--- config.mk ---
export PLATFORM = sky130hd
export DESIGN_NAME = accum_scheduler_flat
export DESIGN_NICKNAME = d
export VERILOG_FILES = /design/src/rtl/accum_scheduler_pkg.sv /design/src/rtl/accum_scheduler_if.sv /design/src/rtl/accum_scheduler_core.sv /design/src/rtl/accum_scheduler.sv /design/src/flat_wrapper.sv
export SDC_FILE = /design/constraint.sdc
export NUM_CORES = 1
export LEC_CHECK = 0
export ABC_AREA = 1
export ABC_CLOCK_PERIOD_IN_PS = 3900
export CORE_AREA = 2 2 66 68
export CTS_CLUSTER_DIAMETER = 60
export DETAILED_ROUTE_END_ITERATION = 7
export DIE_AREA = 0 0 68 70
export PLACE_DENSITY = 0.79
export REMOVE_ABC_BUFFERS = 1
export SLEW_MARGIN = 20
export SYNTH_ARGS = -nofsm -noshare
export SYNTH_HDL_FRONTEND = slang
export SYNTH_SLANG_ARGS = --single-unit
--- constraint.sdc ---
create_clock -name clock -period 3.9 [get_ports clock]
set_input_delay 1.17 -clock clock [delete_from_list [all_inputs] [get_ports clock]]
set_output_delay 1.17 -clock clock [all_outputs]
set_load 0.03 [all_outputs]
--- src/rtl/accum_scheduler_pkg.sv ---
// Shared types, default constants and the round-robin pick helper for the
// accumulator scheduler.
package accum_pkg;

  typedef enum logic {
    IDLE  = 1'b0,
    BURST = 1'b1
  } state_e;

  localparam int NUM_REQ_DEF   = 4;
  localparam int DATA_W_DEF    = 8;
  localparam int MAX_BURST_DEF = 4;

  // Returns the first valid index at or after ptr, wrapping modulo numReq.
  // Sized for the largest supported requester count (8). When nothing is
  // valid the pointer itself is returned; callers gate on any-valid.
  function automatic logic [2:0] next_rr(input logic [2:0] ptr,
                                         input logic [7:0] valid,
                                         input int         numReq);
    int   idx;
    logic found;
    next_rr = ptr;
    found   = 1'b0;
    for (int k = 0; k < 8; k++) begin
      idx = (int'(ptr) + k) % numReq;
      if (k < numReq && !found && valid[idx[2:0]]) begin
        next_rr = idx[2:0];
        found   = 1'b1;
      end
    end
  endfunction

endpackage

--- src/rtl/accum_scheduler_if.sv ---
// Requester-side handshake bundle: per-requester valid, data, last and ready.
// The requesters drive the master side, the scheduler takes the slave side.
interface accum_scheduler_if #(
  parameter int NUM_REQ = accum_pkg::NUM_REQ_DEF,
  parameter int DATA_W  = accum_pkg::DATA_W_DEF
) ();

  logic [NUM_REQ-1:0]        req_valid;
  logic [NUM_REQ*DATA_W-1:0] req_data;
  logic [NUM_REQ-1:0]        req_last;
  logic [NUM_REQ-1:0]        req_ready;

  modport master (output req_valid, output req_data, output req_last, input req_ready);
  modport slave  (input req_valid, input req_data, input req_last, output req_ready);

endinterface

--- src/rtl/accum_scheduler_core.sv ---
// Accumulator datapath: the acc register with clear/add and the sticky
// saturation flag. Build macro ACCUM_SAT_EN selects saturating adds; without
// it the add wraps and sat_flag is tied low.
module accum_core
  import accum_pkg::*;
#(
  parameter int DATA_W = DATA_W_DEF
) (
  input  logic              clock,
  input  logic              reset,
  input  logic              beat_en,
  input  logic [DATA_W-1:0] beat_data,
  input  logic              acc_clear,
  output logic [DATA_W-1:0] acc_value,
  output logic              sat_flag
);

  logic [DATA_W-1:0] acc_q, acc_d;
  logic [DATA_W-1:0] base;

`ifdef ACCUM_SAT_EN
  logic [DATA_W:0] sum;
  logic            sat_q, sat_d;

  // Clear first, then add the beat and clamp on carry-out, latching the flag.
  always_comb begin
    base  = acc_clear ? '0 : acc_q;
    sum   = {1'b0, base} + {1'b0, beat_data};
    acc_d = base;
    sat_d = acc_clear ? 1'b0 : sat_q;
    if (beat_en) begin
      if (sum[DATA_W]) begin
        acc_d = '1;
        sat_d = 1'b1;
      end else begin
        acc_d = sum[DATA_W-1:0];
      end
    end
  end

  // Flag register, cleared by reset.
  always_ff @(posedge clock or posedge reset) begin
    if (reset) sat_q <= 1'b0;
    else       sat_q <= sat_d;
  end

  assign sat_flag = sat_q;
`else
  logic [DATA_W-1:0] sum;

  // Clear first, then add the beat modulo 2^DATA_W.
  always_comb begin
    base  = acc_clear ? '0 : acc_q;
    sum   = base + beat_data;
    acc_d = beat_en ? sum : base;
  end

  assign sat_flag = 1'b0;
`endif

  // Accumulator register; acc_value is its registered contents.
  always_ff @(posedge clock or posedge reset) begin
    if (reset) acc_q <= '0;
    else       acc_q <= acc_d;
  end

  assign acc_value = acc_q;

endmodule

--- src/rtl/accum_scheduler.sv ---
// Round-robin scheduler sharing one accumulator among NUM_REQ requesters.
// Holds the grant FSM, rr_ptr, beat_cnt and ready generation, and drives the
// accum_core instance. ACCUM_SAT_EN (in accum_core) selects saturating adds.
module accum_scheduler
  import accum_pkg::*;
#(
  parameter int NUM_REQ   = NUM_REQ_DEF,
  parameter int DATA_W    = DATA_W_DEF,
  parameter int MAX_BURST = MAX_BURST_DEF
) (
  input  logic                       clock,
  input  logic                       reset,
  accum_scheduler_if.slave           req,
  input  logic                       acc_clear,
  output logic [DATA_W-1:0]          acc_value,
  output logic [$clog2(NUM_REQ)-1:0] owner,
  output logic                       busy,
  output logic                       sat_flag
);

  localparam int              OW       = $clog2(NUM_REQ);
  localparam logic [OW-1:0]   LAST_IDX = OW'(NUM_REQ - 1);
  localparam logic [3:0]      MAX_CNT  = 4'(MAX_BURST);

  state_e            state_q, state_d;
  logic [OW-1:0]     rr_ptr_q, rr_ptr_d;
  logic [OW-1:0]     owner_q, owner_d;
  logic [3:0]        beat_cnt_q, beat_cnt_d;

  logic [OW-1:0]     winner;
  logic [OW-1:0]     grant_idx;
  logic [OW-1:0]     rr_next;
  logic              any_valid;
  logic              beat_en;
  logic              beat_last;
  logic              grant_end;
  logic [3:0]        beat_num;
  logic [DATA_W-1:0] beat_data;

  // Arbitration and beat decode: who is granted, whether a beat lands this
  // cycle, and whether that beat closes the grant.
  always_comb begin
    any_valid = |req.req_valid;
    winner    = OW'(next_rr(3'(rr_ptr_q), 8'(req.req_valid), NUM_REQ));
    grant_idx = (state_q == BURST) ? owner_q : winner;
    beat_en   = !reset && ((state_q == BURST) ? req.req_valid[owner_q] : any_valid);
    beat_data = req.req_data[grant_idx*DATA_W +: DATA_W];
    beat_last = req.req_last[grant_idx];
    beat_num  = (state_q == BURST) ? beat_cnt_q + 4'd1 : 4'd1;
    grant_end = beat_last || (beat_num == MAX_CNT);
    rr_next   = (grant_idx == LAST_IDX) ? '0 : grant_idx + 1'b1;
  end

  // State register: FSM state, round-robin pointer, owner and beat count.
  always_ff @(posedge clock or posedge reset) begin
    if (reset) begin
      state_q    <= IDLE;
      rr_ptr_q   <= '0;
      owner_q    <= '0;
      beat_cnt_q <= '0;
    end else begin
      state_q    <= state_d;
      rr_ptr_q   <= rr_ptr_d;
      owner_q    <= owner_d;
      beat_cnt_q <= beat_cnt_d;
    end
  end

  // Next-state: start, continue or close a grant on each accepted beat.
  always_comb begin
    state_d    = state_q;
    rr_ptr_d   = rr_ptr_q;
    owner_d    = owner_q;
    beat_cnt_d = beat_cnt_q;
    case (state_q)
      IDLE: begin
        if (beat_en) begin
          owner_d = winner;
          if (grant_end) begin
            rr_ptr_d   = rr_next;
            beat_cnt_d = '0;
          end else begin
            state_d    = BURST;
            beat_cnt_d = beat_num;
          end
        end
      end
      BURST: begin
        if (beat_en) begin
          if (grant_end) begin
            state_d    = IDLE;
            rr_ptr_d   = rr_next;
            beat_cnt_d = '0;
          end else begin
            beat_cnt_d = beat_num;
          end
        end
      end
      default: state_d = IDLE;
    endcase
  end

  // Outputs: one-hot ready to the grantee (none during reset), plus status.
  always_comb begin
    req.req_ready = '0;
    if (!reset) begin
      if (state_q == BURST)  req.req_ready[owner_q] = 1'b1;
      else if (any_valid)    req.req_ready[winner]  = 1'b1;
    end
    owner = owner_q;
    busy  = (state_q == BURST);
  end

  accum_core #(
    .DATA_W (DATA_W)
  ) u_core (
    .clock     (clock),
    .reset     (reset),
    .beat_en   (beat_en),
    .beat_data (beat_data),
    .acc_clear (acc_clear),
    .acc_value (acc_value),
    .sat_flag  (sat_flag)
  );

endmodule

--- src/flat_wrapper.sv ---
// flat-port wrapper written by rule: the top's interface ports become plain ports
module accum_scheduler_flat import accum_pkg::*;
#(
  parameter int NUM_REQ   = NUM_REQ_DEF,
  parameter int DATA_W    = DATA_W_DEF,
  parameter int MAX_BURST = MAX_BURST_DEF
)
  (clock, reset, acc_clear, acc_value, owner, busy, sat_flag, req_req_valid, req_req_data, req_req_last, req_req_ready);
  accum_scheduler_if #(.NUM_REQ(NUM_REQ), .DATA_W(DATA_W)) req_i ();
  input  logic clock;
  input  logic reset;
  input  logic acc_clear;
  output logic [DATA_W-1:0] acc_value;
  output logic [$clog2(NUM_REQ)-1:0] owner;
  output logic busy;
  output logic sat_flag;
  input wire logic [$bits(req_i.req_valid)-1:0] req_req_valid;
  input wire logic [$bits(req_i.req_data)-1:0] req_req_data;
  input wire logic [$bits(req_i.req_last)-1:0] req_req_last;
  output wire logic [$bits(req_i.req_ready)-1:0] req_req_ready;
  assign req_i.req_valid = req_req_valid;
  assign req_i.req_data = req_req_data;
  assign req_i.req_last = req_req_last;
  assign req_req_ready = req_i.req_ready;
  accum_scheduler #(.NUM_REQ(NUM_REQ), .DATA_W(DATA_W), .MAX_BURST(MAX_BURST)) u_core (.clock(clock), .reset(reset), .req(req_i), .acc_clear(acc_clear), .acc_value(acc_value), .owner(owner), .busy(busy), .sat_flag(sat_flag));
endmodule
==> results of run 1 <==
-- report_power, final --
part	total (W)	switching, W	internal, W
combinational	0.00253	0.00144	0.00109
sequential	0.000337	0.0000907	0.000246
clock	0.000132	0.0000614	0.0000709
total	0.00299	0.00159	0.00141
-- sequential cells by signal, summed over array words and instances (netlist names), named ones only --
| signal | count |
|---|---|
| u_core.beat_cnt_q | 4 |
| u_core.owner | 2 |
| u_core.u_core.acc_value | 8 |
| u_core.rr_ptr_q | 2 |
-- stage by stage --
step	instances	TNS (ps)	hold WS, ps	cell area (sq um)	utilization
5_1_grt	424	-183	600	2930	0.706
6_report	424	0	540	2930	0.706
3_3_place_gp	412	-3030	513	2570	0.620
4_1_cts	420	0	549	2680	0.647
3_5_place_dp	412	-3400	535	2570	0.620
2_1_floorplan	275	-47.5	485	1740	-
-- logic make-up after synthesis --
logic type,count (synthesis),share of synthesized area
and+or+nand+nor,155,0.395
AOI/OAI and AO/OA,56,0.180
buffers and inverters,40,0.0970
DFF,17,0.239
adders and majority gates,9,0.0675
xor gates and xnor gates,4,0.0197
other,1,0.00211
-- area by class of cell --
cell class,count,share of cell area
Inverter,33,0.0483
Multi-Input combinational cell,225,0.484
Tap cell,52,0.0222
Timing Repair Buffer,93,0.285
Sequential cell,17,0.145
Clock buffer,3,0.0141
Clock inverter,1,0.00171
-- cells in the final DEF, fill, tap and decap left out, types with 2 or more instances in the layout --
master / count
buf_6: 4
o32ai_1: 2
nand3_2: 3
ha_1: 5
nand3_4: 5
inv_1: 26
nand2_1: 79
o22ai_1: 7
clkbuf_8: 3
o21ai_1: 7
nor2_4: 2
inv_4: 2
o32ai_4: 2
o211ai_1: 2
nand3_1: 10
dfrtp_1: 17
o21ai_2: 3
a21oi_1: 6
nand2_2: 24
ha_2: 2
nor2_1: 20
o21ai_0: 18
xor2_1: 3
clkdlybuf4s50_1: 49
nand2_4: 8
buf_4: 39
inv_2: 3
a21oi_2: 4
-- final timing paths --
path / to / cells after the start
max: req_req_ready[3] / 12
max reg2reg: u_core.u_core.acc_value[7]$_DFF_PP0_ / 29
min reg2reg: u_core.beat_cnt_q[1]$_DFFE_PP0P_ / 2
max in group asynchronous: u_core.u_core.acc_value[5]$_DFF_PP0_ / 3
min in group asynchronous: async pin / 3
min: u_core.beat_cnt_q[1]$_DFFE_PP0P_ / 2
-- worst max-delay path, delay by kind of cell --
kind,cells,cell delay (ps)
AND/OR/NAND/NOR,9,970
buffers and inverters,2,350
AO/OA/AOI/OAI,1,200
-- layer usage --
layer | vias to the layer above | GRT usage
met3 | 10 | 0.0515
met1 | 1003 | 0.299
met5 | - | 0
met4 | 0 | 0.0400
met2 | 82 | 0.419
li1 | 1093 | -
-- cells in the mapped netlist (3+ instances only) --
master,count
o21ai_1,3
nand3_1,15
inv_1,28
a21oi_1,10
nand2_1,98
nand2_2,12
nor2_1,20
xor2_1,3
o32ai_1,4
dfrtp_1,17
ha_1,8
o21ai_0,25
o22ai_1,8
-- timing repair --
action	4_1_cts	5_1_grt
buffers inserted	4	4
pin swaps	11	35
setup endpoints to repair	8	8
resized for setup	27	62
==> impl_metrics.toml, run 1 <==
[run_status]
status = "complete, no violations"

[setup_path]
critPathArrivalTime_ps = 2690
crit_fanout = 3
crit_top_cell = "nand2_2"
end_kind = "output port"
cp_cell_sequence = "buf_2, nand2_2, nand2_2, nand2_2, nand2_2, nor2_4, nand2_1, nand2_2, and2_2, nand2_1, o32ai_1, buf_4"
r2r_slack_ps = 390
startpoint = "req_req_valid[1]"
start_kind = "input port"
crit_required_ps = 2730
slowest_stage = "and2_2"
critPathMaxStageDelay_ps = 230
r2r_start = "u_core.rr_ptr_q[0]$_DFFE_PP0P_"
crit_type = "input port to output port"

[min_path]
holdCritPathClass = "flop to flop"
min_from = "u_core.beat_cnt_q[1]$_DFFE_PP0P_"

[floorplan]
die_area_sq_um = 4760
io-pin-count = 59
coreArea_sq_um = 4140
row_count = 24
initial_core_util = 0.429
die_w_um = 68
die_y_um = 70

[yosys]
synth_ff_type = "dfrtp_1"
synth_area_per_cell_sq_um = 6.31
syn_inst = 282
yosys.area.top_type = "dfrtp_1"
synth_top_area_frac = 0.239
ys_seq_elements = 17
yosys_warnings = 0
netlist_area_sq_um = 1780
ys_seq_area_frac = 0.239
synth.area.top_cells = "dfrtp_1, nand2_1, o21ai_0, inv_1, ha_1"
synth_cell_types = 35
synthArstFlopShare = 1.00
synth_edf_count = 0

[clock_network]
cts_tree = "done"
clock-sinks = 17
htree_num_levels = 1
ctsHoldBuffers = 0
cts_buffer_depth = 2
ctsRootBufferMaster = "clkbuf_8"
clk_transition_reported_paths_ps = 70
cts_buffers = 3
clock_latency_ps = 250

[detailed_routing]
via_per_inst = 5.16
vias = 2188
routed_wl_mm = 5.58
topRoutingLayerUsed = "met4"
drc = 0
ant_nets = 0
met3_length_um = 365
wl_met1_mm = 2.19
wl_met2_mm = 2.95
wl_per_cell_um = 13.2
drt_iter0_markers = 142
dr.pass1.iters = 7

[grt]
grt_max_degree = 18
grt_pass1_wl_mm = 8.96
grt_pass1_vias = 2086
grtUsageTotal = 0.239
grt_antenna_before_repair = 0
grt-ovfl-total = 0

[power_and_ir_drop]
totalPowerFinal_w = 0.00299
p_per_area_nw_per_um2 = 1020
p_leak_nw = 1.44
ir_drop_v = 0.000480

[place]
routabilityCongestion = 0.852
dpl.hpwl_mm = 4.02
preCtsSetupSlack_ps = -640
io_buffers = 57

[job]
drv_cap = 0

[timing]
final_hold_viol_count = 0
finalCritPeriodShare = 0.989
slew_viol_final = 0
timing.final.ws_setup_ps = 44.7
finClkSkew_ps = 1.88
rsz0062_at_grt = "true"
min_period_ps = 3860
fmax_mhz = 259
setup_viol = 0

[cells_and_area]
drive_gt1_frac = 0.306
area_growth_pct = 64.5
antennaDiodeCount = 0
fill_cells = 319
nNetsFinal = 425
multiInputGateArea_sq_um = 1420
regArea_sq_um = 425
Note: power is estimated with default switching activity, not from simulation.
==> inputs of run 2 (changes only) <==
--- a/config.mk
+++ b/config.mk
@@ -11,6 +11,7 @@
 export CTS_CLUSTER_DIAMETER = 60
 export DETAILED_ROUTE_END_ITERATION = 7
 export DIE_AREA = 0 0 68 70
+export GPL_TIMING_DRIVEN = 0
 export PLACE_DENSITY = 0.79
 export REMOVE_ABC_BUFFERS = 1
 export SLEW_MARGIN = 20
==> run 2 against run 1 <==
  * Sequential power grew 3%
  * Sequential share of layout area grew 1.2 points
  * Critical path depth shrank 5
  * Register-to-register slack lost 30 ps
  * Critical path type unchanged
  * Largest power group unchanged
  * Highest routed layer unchanged
==> impl_metrics.toml, run 2 (same netlist as run 1, synthesis figures left out) <==
[timing]
slew_viol_final = 0
rsz0062_at_grt = "true"
setup_viol = 0
final_hold_viol_count = 0
slew-limit-headroom = 0.604
fmax_mhz = 263
finClkSkew_ps = 3.03
min_period_ps = 3800
tightest_slew_ps = 592
finalCritPeriodShare = 0.975

[clock_network]
clock_latency_ps = 250
htree_num_levels = 1
cts_tree = "done"
ctsRootBufferMaster = "clkbuf_8"
clock-sinks = 17
cts_buffers = 3
ctsHoldBuffers = 0
cts_buffer_depth = 2
clk_transition_reported_paths_ps = 70

[floorplan]
initial_core_util = 0.429
die_w_um = 68
die_y_um = 70
die_area_sq_um = 4760
coreArea_sq_um = 4140
io-pin-count = 59
row_count = 24

[cells_and_area]
drive_gt1_frac = 0.251
layout_common_cells = "nand2_1, clkdlybuf4s50_1, nand2_2, inv_1, o21ai_0"
largest_reg_flops = 8
instances_no_fill = 406
nNetsFinal = 407
antennaDiodeCount = 0
layout_commonest_cell = "nand2_1"
fin_util = 0.656
fill_cells = 362
area_growth_pct = 52.7

[grt]
grt_pass1_vias = 1974
grt_antenna_before_repair = 0
grt_max_degree = 20
grtUsageTotal = 0.221
grt-ovfl-total = 0
grt_pass1_wl_mm = 8.35

[power_and_ir_drop]
p_sw_w = 0.00143
internal-power_w = 0.00120
combPwrFrac = 0.817
seq_power_share = 0.132
power.share.switching = 0.543
p_per_area_nw_per_um2 = 969
p_leak_nw = 1.34
power_frac_clock = 0.051
ir_drop_v = 0.000441

[detailed_routing]
dr.pass1.iters = 4
routed_wl_mm = 5.08
wl_per_cell_um = 12.5
ant_nets = 0
drc = 0
via_per_inst = 5.18
vias = 2104
drt_iter0_markers = 128

[setup_path]
crit_type = "input port to output port"
critPathArrivalTime_ps = 2630
end_kind = "output port"
crit_required_ps = 2730
crit_fanout = 5
start_kind = "input port"

[place]
routabilityCongestion = 0.881
dpl.hpwl_mm = 3.65
io_buffers = 57
place_inst = 384

[job]
drv_cap = 0

[run_status]
status = "complete, no violations"

[min_path]
holdCritPathClass = "flop to flop"
run 2: cell types whose count changed in the layout (fill, tap and decap cells not counted), moves of 3 or more:
| cell | change |
|---|---|
| nand3_1 | +3 |
| ha_1 | +3 |
| o21ai_0 | +4 |
| nand2_1 | -4 |
| buf_4 | -18 |
run 2: final timing paths:
| path | from | end | slack [ps] | cells past startpoint |
|---|---|---|---|---|
| max | reset | req_req_ready[3] | 100 | 7 |
| min | u_core.beat_cnt_q[1]$_DFFE_PP0P_ | u_core.beat_cnt_q[1]$_DFFE_PP0P_ | 540 | 2 |
| max reg2reg | u_core.rr_ptr_q[0]$_DFFE_PP0P_ | u_core.u_core.acc_value[6]$_DFF_PP0_ | 360 | 22 |
| min reg2reg | u_core.beat_cnt_q[1]$_DFFE_PP0P_ | u_core.beat_cnt_q[1]$_DFFE_PP0P_ | 540 | 2 |
| max in group asynchronous | reset | u_core.rr_ptr_q[0]$_DFFE_PP0P_ | 2270 | 3 |
| min in group asynchronous | reset | u_core.owner[1]$_DFFE_PP0P_ | 1430 | 3 |
run 2: power by group through the flow:
stage	registers, W	clock network [W]	logic, W
final	0.000347	0.000135	0.00215
after global routing	0.000357	0.000146	0.00236
after CTS	0.000335	0.000138	0.00197
after detailed placement	0.000336	0	0.00171
after global placement	0.000336	0	0.00167
after floorplan	0.000399	0	0.00120
run 2: final cells by class:
| cell class | count | area [sq um] | area share |
|---|---|---|---|
| clock buffers | 3 | 41.3 | 0.0152 |
| clock inverters | 1 | 5.00 | 0.00184 |
| inverters | 33 | 138 | 0.0506 |
| multi-input cells | 225 | 1340 | 0.493 |
| flip-flops and latches | 17 | 427 | 0.157 |
| well taps | 52 | 65.1 | 0.0239 |
| repair buffers | 75 | 702 | 0.258 |
run 2: per-stage QoR:
stage	hold WS, ps	power, W	cell area [sq um]	setup TNS [ps]	setup WS [ps]
after floorplan	485	0.00160	1740	-47.5	-47.5
after global placement	514	0.00200	2370	-6490	-877
after detailed placement	525	0.00204	2370	-6890	-909
after CTS	545	0.00244	2550	0	47.3
after global routing	592	0.00286	2720	-31.1	-31.1
final	540	0.00263	2720	0	99.4
run 2: layer usage:
metal	track usage	part of all wire
met5	0	0
met1	0.259	0.42
met4	0.0222	0.0016
met3	0.0483	0.068
met2	0.410	0.51
run 2: repair_timing:
action / CTS / global route
pin swaps: 21 / 26
setup endpoints to repair: 10 / 7
resized for setup: 59 / 44
setup buffers: 15 / 3
run 2: critical path, stage by stage:
cell and delay, ps:
clkdlybuf4s50_1 510, clkinvlp_4 120, nand2_1 130, inv_1 150
nand2_1 110, o32ai_1 180, buf_2 260
==> inputs of run 3 (changes only) <==
--- a/config.mk
+++ b/config.mk
@@ -7,12 +7,13 @@
 export LEC_CHECK = 0
 export ABC_AREA = 1
 export ABC_CLOCK_PERIOD_IN_PS = 3900
-export CORE_AREA = 2 2 66 68
+export CORE_AREA = 2 2 60 62
 export CTS_CLUSTER_DIAMETER = 60
 export DETAILED_ROUTE_END_ITERATION = 7
-export DIE_AREA = 0 0 68 70
+export DIE_AREA = 0 0 62 64
+export DONT_BUFFER_PORTS = 1
 export GPL_TIMING_DRIVEN = 0
-export PLACE_DENSITY = 0.79
+export PLACE_DENSITY = 0.7
 export REMOVE_ABC_BUFFERS = 1
 export SLEW_MARGIN = 20
 export SYNTH_ARGS = -nofsm -noshare
==> run 3 against run 2 <==
  * Power decreased by 18%
  * Critical endpoint unchanged
  * Global-route usage increased by 0.069 points
  * Critical path depth increased by 3
  * Clock power is 31% lower
  * Flip-flop and latch count is the same
  * Via count down 16%
  * First-iteration DRC count fell by 38%
  * Cell count shrank 19%
  * Highest routed layer unchanged
  * Largest cell class unchanged
==> impl_metrics.toml, run 3 (same netlist as run 1, synthesis figures left out) <==
[detailed_routing]
dr.pass1.iters = 4
vias = 1773
wl_per_cell_um = 12.8
routed_wl_mm = 4.21
via_per_inst = 5.37
drc = 0
drt_iter0_markers = 79
ant_nets = 0

[setup_path]
reg2regPathDepth = 27
critPathArrivalTime_ps = 2550
crit_type = "input port to output port"
crit_fanout = 4
start_kind = "input port"
r2r-end = "u_core.u_core.acc_value[7]$_DFF_PP0_"
crit_required_ps = 2730
end_kind = "output port"
r2r_slack_ps = 450
r2r_start = "u_core.rr_ptr_q[0]$_DFFE_PP0P_"

[clock_network]
clk_transition_reported_paths_ps = 90
ctsHoldBuffers = 0
cts_tree = "done"
clock_latency_ps = 290
cts_buffer_depth = 2
clock-sinks = 17
htree_num_levels = 1
ctsRootBufferMaster = "clkbuf_4"
cts_buffers = 3

[timing]
tightest_slew_ps = 633
slew-limit-headroom = 0.579
slew_viol_final = 0
min_period_ps = 3720
whs_ps = 551
setup_viol = 0
final_hold_viol_count = 0
fmax_mhz = 269
rsz0062_at_grt = "true"
finClkSkew_ps = 2.93
finalCritPeriodShare = 0.954

[cells_and_area]
antennaDiodeCount = 0
regArea_sq_um = 427
instances_no_fill = 330
drive_gt1_frac = 0.151
fill_cells = 337
final_area_sq_um = 1940
layout_commonest_cell = "nand2_1"
nNetsFinal = 337
largest_reg_flops = 8
multiInputGateArea_sq_um = 1260
area_growth_pct = 9.14
layout_common_cells = "nand2_1, inv_1, o21ai_0, nor2_1, dfrtp_1"

[min_path]
min_from = "u_core.beat_cnt_q[1]$_DFFE_PP0P_"
holdCritPathClass = "flop to flop"
holdPathEnd = "u_core.beat_cnt_q[1]$_DFFE_PP0P_"
hold_path_depth = 2

[place]
place_inst = 321
dpl-instance-area_sq_um = 1790
dpl.hpwl_mm = 3.26
io_buffers = 0
routabilityCongestion = 0.830

[grt]
grt_pass1_vias = 1528
grtUsageTotal = 0.221
grt-ovfl-total = 0
grt_max_degree = 20
grt_antenna_before_repair = 0
grt_pass1_wl_mm = 6.71

[job]
drv_cap = 0

[power_and_ir_drop]
p_per_area_nw_per_um2 = 1120
totalPowerFinal_w = 0.00217
p_leak_nw = 1.00
ir_drop_v = 0.000535

[floorplan]
initial_core_util = 0.542
die_w_um = 62
die_y_um = 64
row_count = 21
io-pin-count = 59
die_area_sq_um = 3970
coreArea_sq_um = 3280

[run_status]
status = "complete, no violations"
## run 3: cell types whose count changed in the layout (fill, tap and decap cells not counted), moves of 3 or more
cell             before  now
clkdlybuf4s50_1      49    0
nand2_1              75   97
buf_4                21    5
nand2_2              26   12
nand2_4              10    2
buf_6                 3    0
clkbuf_4              0    3
clkbuf_8              3    0
## run 3: through the flow
step                      TNS [ps]   util  worst slack [ps]
final                            0  0.591               179
after global routing         -43.9  0.591             -33.0
after CTS                        0  0.560              78.5
after detailed placement      -900  0.546              -327
after global placement        -716  0.546              -257
after floorplan              -47.5      -             -47.5
## run 3: repair_timing
| item | CTS | global route |
|---|---|---|
| cloned | 0 | 0 |
| buffers inserted | 0 | 5 |
| setup endpoints to repair | 3 | 5 |
| endpoints found under the hold margin | 0 | 0 |
| pin swaps | 0 | 6 |
| gates resized for setup | 4 | 13 |
## run 3: area by class of cell
type	count	area share
clock buffers	4	0.0135
repair buffers	5	0.0193
inverters	33	0.0683
flip-flops and latches	17	0.220
well taps	46	0.0296
multi-input cells	225	0.649
## run 3: power breakdown
part	switching, W	internal [W]	total (W)
registers	0.000183	0.000245	0.000428
clock network	0.0000536	0.0000397	0.0000934
logic	0.00104	0.000606	0.00165
## run 3: metal layers
layer,wire length [um],track usage,vias up
li1,-,-,923
met1,1820,0.290,798
met2,2130,0.368,50
met3,244,0.0547,2
met4,23,0.0319,0
met5,0,0,-
## run 3: worst max-delay path: stages
cell	delay, ps
nand2_1	80
nand2_1	80
nand2_1	60
nand2_1	90
nor2_4	130
nand2_1	80
nand2_2	90
and2_1	240
nand2_1	140
o32ai_2	380
## run 3: worst max-delay path by stage
stage | slack (ps) | startpoint | to
after floorplan | -50 | req_req_valid[2] | req_req_ready[2]
after global placement | -260 | req_req_valid[2] | u_core.u_core.acc_value[6]$_DFF_PP0_
after detailed placement | -330 | req_req_valid[2] | u_core.u_core.acc_value[6]$_DFF_PP0_
after CTS | 80 | req_req_valid[2] | u_core.u_core.acc_value[6]$_DFF_PP0_
after global routing | -30 | req_req_valid[0] | u_core.u_core.acc_value[7]$_DFF_PP0_
final | 180 | req_req_valid[2] | req_req_ready[3]
